[src/rtl/parser_rule_loader_pkg.sv]
`default_nettype none
// ============================================================================
// Module      : parser_rule_loader_pkg
// Description : Shared definitions for the parser rule loader: config word
//               addresses, loader FSM state encoding, requester ids and
//               helpers that size a rule in 32-bit words.
// Ports       : none (package)
// Revision    : 1.0 - initial release
// ============================================================================
package parser_rule_loader_pkg;

   localparam logic [31:0] ADDR_TYPE_OFFSET = 32'd0;
   localparam logic [31:0] ADDR_RULE_WORD   = 32'd1;

   localparam logic REQ_HOST   = 1'b0;
   localparam logic REQ_LOADER = 1'b1;

   typedef enum logic [1:0] {
      IDLE    = 2'd0,
      COLLECT = 2'd1,
      COMMIT  = 2'd2
   } state_t;

   // Number of 32-bit words needed to carry all key extract offsets.
   function automatic int calc_kw(input int key_num, input int key_w);
      return (key_num * key_w + 31) / 32;
   endfunction

   // Words per rule: header word, one word per type field, then key words.
   function automatic int calc_nw(input int type_num, input int key_num, input int key_w);
      return 1 + type_num + calc_kw(key_num, key_w);
   endfunction

endpackage
`default_nettype wire

[src/rtl/parser_rule_loader_rr_arb2.sv]
`default_nettype none
// ============================================================================
// Module      : rr_arb2
// Description : Two-way round-robin arbiter. The pointer holds the id of the
//               requester served last; on a tie the other one wins. While
//               locked, only the owner can be granted.
// Ports       : i_clk, i_rst_n          clock / async active-low reset
//               i_req[1:0]              request vector (0=host, 1=loader)
//               i_lock, i_owner         restrict grant to the owner
//               i_update, i_update_id   load pointer with last-served id
//               o_gnt[1:0], o_gnt_id    one-hot grant and its id
// Revision    : 1.0 - initial release
// ============================================================================
module rr_arb2 (
   input  logic       i_clk,
   input  logic       i_rst_n,
   input  logic [1:0] i_req,
   input  logic       i_lock,
   input  logic       i_owner,
   input  logic       i_update,
   input  logic       i_update_id,
   output logic [1:0] o_gnt,
   output logic       o_gnt_id
);

   logic ptr_q;
   logic ptr_d;

   always_comb begin
      ptr_d = ptr_q;
      if (i_update) begin
         ptr_d = i_update_id;
      end
   end

   always_comb begin
      if (i_lock) begin
         o_gnt_id = i_owner;
      end else if (i_req == 2'b11) begin
         o_gnt_id = ~ptr_q;
      end else begin
         o_gnt_id = i_req[1];
      end
      o_gnt = 2'b00;
      if (i_req[o_gnt_id]) begin
         o_gnt[o_gnt_id] = 1'b1;
      end
   end

   // Pointer resets to the loader so the host wins the first tie.
   always_ff @(posedge i_clk or negedge i_rst_n) begin
      if (!i_rst_n) begin
         ptr_q <= 1'b1;
      end else begin
         ptr_q <= ptr_d;
      end
   end

endmodule
`default_nettype wire

[src/rtl/parser_rule_loader.sv]
`default_nettype none
// ============================================================================
// Module      : parser_rule_loader
// Description : Arbitrates host CSR and bulk loader config writes, assembles
//               multi-word type rules in staging registers and commits each
//               rule atomically to the Lookup_Type bank while the parser
//               pipeline is idle.
// Ports       : i_clk, i_rst_n                 clock / async active-low reset
//               i_host_*, o_host_ready         host word write handshake
//               i_ld_*, o_ld_ready             loader word write handshake
//               i_pipe_busy                    blocks commits / offset writes
//               i_err_clr                      clears sticky o_err
//               o_type_offset                  type-field extract offsets
//               o_typeRule_*                   committed rule + wren strobe
//               o_busy, o_err, o_commit_cnt    status
// Revision    : 1.0 - initial release
// ============================================================================
module parser_rule_loader
   import parser_rule_loader_pkg::*;
#(
   parameter int TYPE_NUM          = 2,
   parameter int TYPE_WIDTH        = 16,
   parameter int TYPE_OFFSET_WIDTH = 5,
   parameter int KEY_FIELD_NUM     = 8,
   parameter int KEY_OFFSET_WIDTH  = 6,
   parameter int RULE_NUM          = 4
) (
   input  logic                                      i_clk,
   input  logic                                      i_rst_n,
   input  logic                                      i_host_valid,
   output logic                                      o_host_ready,
   input  logic [31:0]                               i_host_addr,
   input  logic [31:0]                               i_host_wdata,
   input  logic                                      i_ld_valid,
   output logic                                      o_ld_ready,
   input  logic [31:0]                               i_ld_addr,
   input  logic [31:0]                               i_ld_wdata,
   input  logic                                      i_pipe_busy,
   input  logic                                      i_err_clr,
   output logic [TYPE_NUM*TYPE_OFFSET_WIDTH-1:0]     o_type_offset,
   output logic [RULE_NUM-1:0]                       o_typeRule_wren,
   output logic                                      o_typeRule_valid,
   output logic [TYPE_NUM*TYPE_WIDTH-1:0]            o_typeRule_typeData,
   output logic [TYPE_NUM*TYPE_WIDTH-1:0]            o_typeRule_typeMask,
   output logic [KEY_FIELD_NUM*KEY_OFFSET_WIDTH-1:0] o_typeRule_keyOffset,
   output logic                                      o_busy,
   output logic                                      o_err,
   output logic [15:0]                               o_commit_cnt
);

   localparam int KW    = calc_kw(KEY_FIELD_NUM, KEY_OFFSET_WIDTH);
   localparam int NW    = calc_nw(TYPE_NUM, KEY_FIELD_NUM, KEY_OFFSET_WIDTH);
   localparam int KOW   = KEY_FIELD_NUM * KEY_OFFSET_WIDTH;
   localparam int TOW   = TYPE_NUM * TYPE_OFFSET_WIDTH;
   localparam int TDW   = TYPE_NUM * TYPE_WIDTH;
   localparam int STG_W = (NW - 1) * 32;
   localparam int CW    = $clog2(NW);

   state_t            state_q, state_d;
   logic              owner_q, owner_d;
   logic [CW-1:0]     cnt_q, cnt_d;
   logic [15:0]       idx_q, idx_d;
   logic              stg_valid_q, stg_valid_d;
   logic [STG_W-1:0]  stage_q, stage_d;
   logic [TOW-1:0]    type_offset_q, type_offset_d;
   logic              rule_valid_q, rule_valid_d;
   logic [TDW-1:0]    type_data_q, type_data_d;
   logic [TDW-1:0]    type_mask_q, type_mask_d;
   logic [KOW-1:0]    key_off_q, key_off_d;
   logic [RULE_NUM-1:0] wren_q, wren_d;
   logic              err_q, err_d;
   logic [15:0]       commit_cnt_q, commit_cnt_d;

   logic [1:0]        w_gnt;
   logic              w_sel;
   logic              w_upd;
   logic              w_upd_id;
   logic [31:0]       w_addr;
   logic [31:0]       w_wdata;
   logic              w_blocked;
   logic              w_rdy;
   logic              w_accept;
   logic              w_new_err;
   logic              w_idx_ok;
   logic [TDW-1:0]    w_stg_data;
   logic [TDW-1:0]    w_stg_mask;
   logic [KOW-1:0]    w_stg_key;

   rr_arb2 u_arb (
      .i_clk       (i_clk),
      .i_rst_n     (i_rst_n),
      .i_req       ({i_ld_valid, i_host_valid}),
      .i_lock      (state_q == COLLECT),
      .i_owner     (owner_q),
      .i_update    (w_upd),
      .i_update_id (w_upd_id),
      .o_gnt       (w_gnt),
      .o_gnt_id    (w_sel)
   );

   // While locked the arbiter reports the owner, so w_sel always names
   // the requester whose word is being considered.
   assign w_addr  = (w_sel == REQ_LOADER) ? i_ld_addr  : i_host_addr;
   assign w_wdata = (w_sel == REQ_LOADER) ? i_ld_wdata : i_host_wdata;

   // Offset writes reconfigure the live extractor, so hold them off while a
   // header is in flight.
   assign w_blocked = (state_q == IDLE) && (w_addr == ADDR_TYPE_OFFSET) && i_pipe_busy;
   assign w_rdy     = (state_q != COMMIT) && !w_blocked;

   assign o_host_ready = w_gnt[0] && w_rdy;
   assign o_ld_ready   = w_gnt[1] && w_rdy;
   assign w_accept     = (o_host_ready && i_host_valid) || (o_ld_ready && i_ld_valid);

   assign w_idx_ok = (idx_q < 16'(RULE_NUM));

   // Type word t carries data in [31:16] and mask in [15:0]; type 0 lands in
   // the most significant slot of the packed outputs.
   for (genvar t = 0; t < TYPE_NUM; t++) begin : g_type
      assign w_stg_data[(TYPE_NUM-1-t)*TYPE_WIDTH +: TYPE_WIDTH] = stage_q[t*32+16 +: TYPE_WIDTH];
      assign w_stg_mask[(TYPE_NUM-1-t)*TYPE_WIDTH +: TYPE_WIDTH] = stage_q[t*32 +: TYPE_WIDTH];
   end

   assign w_stg_key = stage_q[TYPE_NUM*32 +: KOW];

   // Padding bits in the final key word carry no information.
   if (KW * 32 > KOW) begin : g_key_pad
      logic w_unused_pad;
      assign w_unused_pad = ^stage_q[STG_W-1:TYPE_NUM*32+KOW];
   end

   always_comb begin
      state_d       = state_q;
      owner_d       = owner_q;
      cnt_d         = cnt_q;
      idx_d         = idx_q;
      stg_valid_d   = stg_valid_q;
      stage_d       = stage_q;
      type_offset_d = type_offset_q;
      rule_valid_d  = rule_valid_q;
      type_data_d   = type_data_q;
      type_mask_d   = type_mask_q;
      key_off_d     = key_off_q;
      commit_cnt_d  = commit_cnt_q;
      wren_d        = '0;
      w_upd         = 1'b0;
      w_upd_id      = w_sel;
      w_new_err     = 1'b0;

      case (state_q)
         IDLE: begin
            if (w_accept) begin
               w_upd = 1'b1;
               if (w_addr == ADDR_TYPE_OFFSET) begin
                  type_offset_d = w_wdata[TOW-1:0];
               end else if (w_addr == ADDR_RULE_WORD) begin
                  idx_d       = w_wdata[15:0];
                  stg_valid_d = w_wdata[31];
                  owner_d     = w_sel;
                  cnt_d       = CW'(1);
                  state_d     = COLLECT;
               end else begin
                  w_new_err = 1'b1;
               end
            end
         end
         COLLECT: begin
            if (w_accept) begin
               if (w_addr == ADDR_RULE_WORD) begin
                  for (int w = 0; w < NW - 1; w++) begin
                     if (cnt_q == CW'(w + 1)) begin
                        stage_d[w*32 +: 32] = w_wdata;
                     end
                  end
                  if (cnt_q == CW'(NW - 1)) begin
                     state_d = COMMIT;
                  end else begin
                     cnt_d = cnt_q + CW'(1);
                  end
               end else if (w_addr == ADDR_TYPE_OFFSET) begin
                  // Offset write mid-rule means the owner lost sync; drop the rule.
                  w_new_err = 1'b1;
                  state_d   = IDLE;
               end else begin
                  w_new_err = 1'b1;
               end
            end
         end
         COMMIT: begin
            if (!i_pipe_busy) begin
               state_d  = IDLE;
               w_upd    = 1'b1;
               w_upd_id = owner_q;
               if (w_idx_ok) begin
                  rule_valid_d = stg_valid_q;
                  type_data_d  = w_stg_data;
                  type_mask_d  = w_stg_mask;
                  key_off_d    = w_stg_key;
                  commit_cnt_d = commit_cnt_q + 16'd1;
                  for (int r = 0; r < RULE_NUM; r++) begin
                     if (idx_q == 16'(r)) begin
                        wren_d[r] = 1'b1;
                     end
                  end
               end else begin
                  w_new_err = 1'b1;
               end
            end
         end
         default: begin
            state_d = IDLE;
         end
      endcase

      // A new error outranks a simultaneous clear.
      err_d = err_q;
      if (i_err_clr) begin
         err_d = 1'b0;
      end
      if (w_new_err) begin
         err_d = 1'b1;
      end
   end

   always_ff @(posedge i_clk or negedge i_rst_n) begin
      if (!i_rst_n) begin
         state_q       <= IDLE;
         owner_q       <= REQ_HOST;
         cnt_q         <= '0;
         idx_q         <= '0;
         stg_valid_q   <= 1'b0;
         stage_q       <= '0;
         type_offset_q <= '0;
         rule_valid_q  <= 1'b0;
         type_data_q   <= '0;
         type_mask_q   <= '0;
         key_off_q     <= '0;
         wren_q        <= '0;
         err_q         <= 1'b0;
         commit_cnt_q  <= '0;
      end else begin
         state_q       <= state_d;
         owner_q       <= owner_d;
         cnt_q         <= cnt_d;
         idx_q         <= idx_d;
         stg_valid_q   <= stg_valid_d;
         stage_q       <= stage_d;
         type_offset_q <= type_offset_d;
         rule_valid_q  <= rule_valid_d;
         type_data_q   <= type_data_d;
         type_mask_q   <= type_mask_d;
         key_off_q     <= key_off_d;
         wren_q        <= wren_d;
         err_q         <= err_d;
         commit_cnt_q  <= commit_cnt_d;
      end
   end

   assign o_type_offset        = type_offset_q;
   assign o_typeRule_wren      = wren_q;
   assign o_typeRule_valid     = rule_valid_q;
   assign o_typeRule_typeData  = type_data_q;
   assign o_typeRule_typeMask  = type_mask_q;
   assign o_typeRule_keyOffset = key_off_q;
   assign o_busy               = (state_q != IDLE);
   assign o_err                = err_q;
   assign o_commit_cnt         = commit_cnt_q;

endmodule
`default_nettype wire

[config.mk]
export PLATFORM = sky130hd
export DESIGN_NAME = parser_rule_loader
export DESIGN_NICKNAME = d
export VERILOG_FILES = /design/src/rtl/parser_rule_loader_pkg.sv /design/src/rtl/parser_rule_loader_rr_arb2.sv /design/src/rtl/parser_rule_loader.sv
export SDC_FILE = /design/constraint.sdc
export NUM_CORES = 1
export LEC_CHECK = 0
export ABC_AREA = 1
export CAP_MARGIN = 20
export CORE_MARGIN = 5
export CORE_UTILIZATION = 40
export DETAILED_ROUTE_END_ITERATION = 8
export PLACE_DENSITY_LB_ADDON = 0.15
export SLEW_MARGIN = 20
export SYNTH_ARGS = -nofsm -noshare
export SYNTH_HDL_FRONTEND = slang
export SYNTH_SLANG_ARGS = --single-unit
[constraint.sdc]
create_clock -name i_clk -period 2.1 [get_ports i_clk]
set_input_delay 0.42 -clock i_clk [delete_from_list [all_inputs] [get_ports i_clk]]
set_output_delay 0.42 -clock i_clk [all_outputs]
set_load 0.01 [all_outputs]
## Word level (Yosys, flattened, before mapping)

Cells that the tools add are included.

| storage, ports and cells | value |
|---|---|
| output and inout port bits | 147 |
| register bits after elaboration | 280 |
| bits of input ports | 134 |

| operators by class | value |
|---|---|
| add/subtract/negate cells | 2 |
| mux-type cells | 46 |
| bitwise operators | 3 |
| magnitude comparators | 3 |
| equality and inequality tests | 21 |
| reductions and logical operators | 25 |

Operator list:

| cell | number |
|---|---|
| 32-bit two-way mux | 2 |
| 16-bit by 2-bit == test with 1-bit output, second input constant | 2 |
| 32-bit by 1-bit == test with 1-bit output, second input constant | 1 |
| 32-bit logical NOT | 1 |
| 1-bit two-way mux | 21 |
| 4-bit AND reduction | 5 |
| 2-bit two-way mux | 9 |
| 3-bit two-way mux | 6 |
| 16-bit by 1-bit adder with 16-bit output, second input constant | 1 |
| 16-bit by 1-bit == test with 1-bit output, second input constant | 1 |
| 16-bit logical NOT | 1 |
| 16-bit by 3-bit less-than comparator with 1-bit output, second input constant | 1 |
| 2-bit != test, second input constant | 7 |
| 7-bit AND reduction | 2 |
| 4-bit two-way mux | 3 |
| 1-bit logical AND | 8 |
| 3-bit by 2-bit == test with 1-bit output, second input constant | 2 |
| 3-bit != test, second input constant | 2 |
| 2-bit one-hot mux with 3 select lines | 1 |
| 3-bit one-hot mux with 2 select lines | 1 |
| 3-bit AND reduction | 2 |
| 2-bit nonzero test | 3 |
| 2-bit == test, second input constant | 2 |
| 3-bit by 1-bit adder with 3-bit output, second input constant | 1 |
| other kinds (13) | 15 |

## Logic depth before layout (Yosys ltp)

| depth | value |
|---|---|
| depth after elaboration | 15 |
| depth in mapped cells | 15 |
| mapped depth without buffers | 14 |

## Cells and area by module

Synthesis repeated with hierarchy kept, for this count alone.

| unflattened totals | value |
|---|---|
| cell total of the unflattened synthesis | 1,491 |
| area, all modules | 12,425.7 um^2 |

Modules (own cells, without submodules):

| module | area each (um^2) | cells each | instances |
|---|---|---|---|
| parser_rule_loader | 12,340.6 | 1,478 | 1 |
| rr_arb2 | 85.1 | 13 | 1 |

## Worst setup path after synthesis

No wires, ideal clock.

| path | value |
|---|---|
| kind | register -> register |
| start | register state_q[1] |
| end | register idx_q[10] |
| period minus slack after synthesis | 2.104 ns |
| slack | -0.004 ns |
| arrival time | 1.983 ns |
| setup time | 0.121 ns |
| buffers on the path | 3 |
| stages on the path, launching flop included | 16 |
| data required time | 1.979 ns |
| cell sequence | dfrtp_1 -> inv_2 -> nand2_1 -> nand2_1 -> nand2_2 -> buf_6 -> nand2_1 -> o21ai_1 -> inv_2 -> nand2_1 -> a21oi_2 -> nand4_2 -> buf_6 -> buf_2 -> o21bai_1 -> nand2_1 |

| between the ends | value |
|---|---|
| longest elaborated chain between the ends | 12 |
| elaborated cells on any way between the ends | 27 |

RTL lines:

| element | RTL line | text |
|---|---|---|
| from (decl) | parser_rule_loader.sv:59 | `state_t state_q, state_d;` |
| from (signal assigned) | parser_rule_loader.sv:242 | `state_q <= state_d;` |
| 2-bit by 1-bit == test with 1-bit output | parser_rule_loader.sv:93 | `.i_lock (state_q == COLLECT),` |
| 1-bit two-way mux | parser_rule_loader_rr_arb2.sv:37 | `if (i_lock) begin` |
| 32-bit two-way mux | parser_rule_loader.sv:103 | `assign w_addr = (w_sel == REQ_LOADER) ? i_ld_addr : i_host_addr;` |
| 32-bit logical NOT | parser_rule_loader.sv:108, parser_rule_loader.sv:154 |  |
| 1-bit logical AND (2 in series) | parser_rule_loader.sv:108 | `assign w_blocked = (state_q == IDLE) && (w_addr == ADDR_TYPE_OFFSET) && i_pipe_busy;` |
| 1-bit logical NOT | parser_rule_loader.sv:109 | `assign w_rdy = (state_q != COMMIT) && !w_blocked;` |
| 1-bit logical AND | parser_rule_loader.sv:109 |  |
| 1-bit logical AND, on equally long branches | parser_rule_loader.sv:111, parser_rule_loader.sv:112 |  |
| 1-bit logical AND | parser_rule_loader.sv:113 | `assign w_accept = (o_host_ready && i_host_valid) \|\| (o_ld_ready && i_ld_valid);` |
| 1-bit logical OR | parser_rule_loader.sv:113 |  |
| 4-bit AND reduction (no source line) | - |  |
| to (signal assigned) | parser_rule_loader.sv:245 | `idx_q <= idx_d;` |
| to (decl) | parser_rule_loader.sv:62 | `logic [15:0] idx_q, idx_d;` |

Several ways; a longest one is shown, not always the timed one. The select of a mux whose other input is x is not followed.
A chain may end at the register's enable or synchronous reset.

## Worst setup path after layout

| path | value |
|---|---|
| start | register u_arb.ptr_q |
| end | output o_host_ready |

| between the ends | value |
|---|---|
| longest elaborated chain between the ends | 10 |
| elaborated cells on any way between the ends | 18 |

RTL lines:

| element | RTL line | text |
|---|---|---|
| from (decl) | parser_rule_loader_rr_arb2.sv:26 | `logic ptr_q;` |
| from (signal assigned) | parser_rule_loader_rr_arb2.sv:55 | `ptr_q <= ptr_d;` |
| 1-bit NOT (*) | parser_rule_loader_rr_arb2.sv:40 | `o_gnt_id = ~ptr_q;` |
| 1-bit two-way mux (*) | parser_rule_loader_rr_arb2.sv:39 | `end else if (i_req == 2'b11) begin` |
| 1-bit two-way mux (*) | parser_rule_loader_rr_arb2.sv:37 |  |
| 32-bit two-way mux | parser_rule_loader.sv:103 |  |
| 32-bit logical NOT | parser_rule_loader.sv:108 |  |
| 1-bit logical AND (2 in series) | parser_rule_loader.sv:108 |  |
| 1-bit logical NOT | parser_rule_loader.sv:109 |  |
| 1-bit logical AND | parser_rule_loader.sv:109 |  |
| 1-bit logical AND (*) | parser_rule_loader.sv:111 | `assign o_host_ready = w_gnt[0] && w_rdy;` |
| to (decl) | parser_rule_loader.sv:31 | `output logic o_host_ready,` |

Mark *: on every way between the ends. The rest lies on a longest branch, timed or not. The select of a mux whose other input is x is not followed.

==> impl_results.md <==
- Commonest non-fill, non-tap cell in the layout: nand2_1
- Hold/Removal Path Class: in2async
- Crit start category: flop
- Sw frac: between 20% and 30%
- Slew margin rel.: 54.3%
- CTS tree: yes
- Cell variety after synth: 31
- Multi-input gate area: between 4000 and 5000 µm²
- Worst Setup End Kind: primary output
- Die height: 187 µm
- Worst EP arrival: ~2.1 ns
- Simple-gate portion of the synthesized area: about a fifth
- Most frequent cells in the layout: nand2_1, dfrtp_1, clkdlybuf4s50_1, inv_1, o21ai_0
- Number of max-cap violations: 0
- Core area: 31300 µm²
- Yosys reg bits: 280
- Die Footprint: 35100 µm²
- Clk Latency, worst-skew pair: 0.55 ns
- GRT Total Usage: 22.3%
- Worst-path fanout max: 5
- Slew @ Worst Pin: 0.684 ns
- Unrepaired setup endpoints after global routing: yes
- Util after Layout: 61.2%
- Mux share of post-synthesis cell area: 0%
- Area Overhead vs Synth: 52.5%
- Failing checks: setup timing
- Worst r2r dst: stage_q[51]$_DFFE_PN0P_
- Sw power: between 0.002 and 0.003 W
- PortBufs: 280
- H-Tree Level Count: 1
- Worst ir drop on vdd: ~0.00074 V
- Hpwl dp: 25.8 mm
- Post-Syn Instances: 1477
- Clock sinks: 280
- Pre-CTS WS: -0.696 ns
- Via Count: 11200
- CP Data Required Time: 1.68 ns
- Highest Clock Rate: 403 MHz
- Max Clock Skew: 0.0105 ns
- Sequential element share of the synthesized area: 55.7%
- Final min period: ~2.5 ns
- Pwr per Cell Area: ~610 nW/µm²
- Seq pwr share: a little under half
- Fillers: 2664
- DRT antenna net count: 0
- Status: finished with violations
- Ant diodes: 0
- Clock tree buffer depth: 3
- Cell Rows: 65
- Maximum number of pins on one net before global-route repair: 86
- Comb pwr share: just under 9%
- Setup Viol. Count Final: 139
- Setup TNS: -34.60 ns
- Die W: 187 µm
- Clock power share: 44.7%
- Ports: between 200 and 300
- CP Class: reg2out
- Total grt overflow: 0
- Root Driver: clkbuf_16
- Synth Area in Adders: less than 1%
- Max Slew Vio Count: 0
- Yosys warning count: 0
- Layout cell share with drive strength beyond 1: 15.8%
- Leakage: 8.99 nW
- Reg2Reg Setup Slack: -0.34 ns
- CTS clock-pin slew for the worst setup and hold paths: ~0.060 ns
- Synth Area in XOR/XNOR: between 1 and 1.5%
- DR WL/cell: 17.8 µm
- Placed Area: approximately 17000 µm²
- Num CTS Buffers: 30
- Initial Util: 40.1%
- Vias in the first global route: 11300
- Final Hold Fails: 0
- Seq. cell area: 7010 µm²
- GPL Wtd Cong: 0.826
- DRT Pass-1 Iters: 5
- Syn_nets: 1617
- First-pass GRT wire length: 63.4 mm
- Largest family of logic cells by synthesized area: simple AND/OR/NAND/NOR gates
- Post-Syn Area: 12600 µm²
- Vias/cell: 4.89
- Post-route DRC: 0
- Worst r2r src: state_q[1]$_DFFE_PN0P_
- Int Power: approximately 0.0089 W
- Initial antenna violation count: 0
- Final WL: 40.8 mm
- Post-synthesis average cell area: 8.51 µm²
- Period utilisation layout: 118%
- Nets: between 2000 and 2500
- Design area: 19200 µm²
- Starting DRC count in detailed routing: roughly 760
- R2R cell count: 16
- Post-synthesis compound-gate area fraction: 13.1%
- Setup WS post-layout: -0.383 ns
-- cell type report --
type                       instances  area share, %
clock buffer                      46           4.86
clock inverter                     9          0.274
inverter                         206           4.06
multi-input combinational        913           25.4
sequential                       280           36.6
tap                              402           2.62
timing repair buffer             434           26.3
-- per-layer routing --
metal / part of all wire [%] / GRT usage (%) / vias up
met5: 0 / 0 / -
met4: 2.1 / 4.55 / 0
met3: 7.3 / 5.45 / 58
met2: 48 / 36.9 / 354
met1: 43 / 30.1 / 5328
li1: - / - / 5466
-- worst max-delay path, cell delays in order (launching register included) --
cell     delay [ns]
dfstp_2        0.55
nand2_2        0.06
nand2_2        0.08
nand2_4        0.07
buf_6          0.13
nand2_4        0.08
o21ai_2        0.06
inv_2          0.09
nand4_4        0.12
nand2_4        0.11
nor3_2         0.04
buf_2          0.14
-- kinds of logic (layout without fill, tap and decap cells) --
logic type / after synthesis / count (layout)
XOR/XNOR: 15 / 15
AO/OA/AOI/OAI: 277 / 277
AND/OR/NAND/NOR: 614 / 615
buffers and inverters: 285 / 695
flip-flops: 280 / 280
adder cells (fa/ha/maj): 6 / 6
-- power by group through the flow --
stage	combinational (W)	sequential, W	clock, W
finish	0.00101	0.00541	0.00518
global route	0.00109	0.00540	0.00554
CTS	0.000977	0.00541	0.00530
detailed placement	0.000922	0.00550	0
global placement	0.000920	0.00550	0
floorplan	0.000232	0.00551	0
-- through the flow --
| stage | hold WS (ns) | power (W) | instances |
|---|---|---|---|
| 2_1_floorplan | 0.124 | 0.00574 | 1477 |
| 3_3_place_gp | 0.398 | 0.00642 | 2167 |
| 3_5_place_dp | 0.398 | 0.00643 | 2167 |
| 4_1_cts | 0.413 | 0.0117 | 2278 |
| 5_1_grt | 0.432 | 0.0120 | 2290 |
| 6_report | 0.393 | 0.0116 | 2290 |
-- state kept, by name, summed over array words and instances (netlist names), 2 cells and up --
signal,count
state_q,2
o_commit_cnt,16
idx_q,16
o_typeRule_typeData,32
o_type_offset,10
o_typeRule_wren,4
o_typeRule_typeMask,32
cnt_q,3
stage_q,112
o_typeRule_keyOffset,48
-- Yosys cell counts --
library cell	number	area share (%)
buf_6	2	0.18
nor2_2	1	0.050
o21ai_1	33	1.3
nor2_1	52	1.6
or2_2	10	0.50
inv_2	4	0.12
xnor2_1	8	0.56
buf_1	3	0.090
o21ai_0	142	5.7
clkbuf_1	55	1.6
nor4_1	7	0.35
o21ai_2	1	0.070
nand2_2	1	0.050
and2_1	1	0.050
xor2_1	7	0.49
a21oi_2	2	0.14
and2_0	1	0.050
nand2_1	394	12
ha_1	6	0.60
nand4_1	12	0.60
buf_2	19	0.76
dfstp_2	1	0.21
o211ai_1	1	0.060
nor2_4	3	0.27
o21bai_1	98	5.9
nand3_4	1	0.14
nand3_1	119	4.7
nand4_2	2	0.20
dfrtp_1	279	56
inv_1	202	6.0
nor3_1	10	0.40
-- worst max-delay path by stage --
stage	from	end	slack (ns)	cells after the start
floorplan	state_q[1]$_DFFE_PN0P_	idx_q[10]$_DFFE_PN0P_	0.02	15
global placement	i_host_valid	o_host_ready	-0.66	12
detailed placement	i_host_valid	o_host_ready	-0.70	12
CTS	u_arb.ptr_q$_DFFE_PN1P_	o_ld_ready	-0.38	11
global route	state_q[1]$_DFFE_PN0P_	o_ld_ready	-0.51	11
finish	u_arb.ptr_q$_DFFE_PN1P_	o_host_ready	-0.38	11
-- timing repair --
item,in CTS,in global routing
hold buffers,1,0
gates cloned,25,7
endpoints found under the setup margin,136,152
pin swaps,31,50
endpoints found under the hold margin,46,0
gates resized for setup,76,86
setup buffers,32,12
No activity file was read; power rests on OpenSTA's default activity.
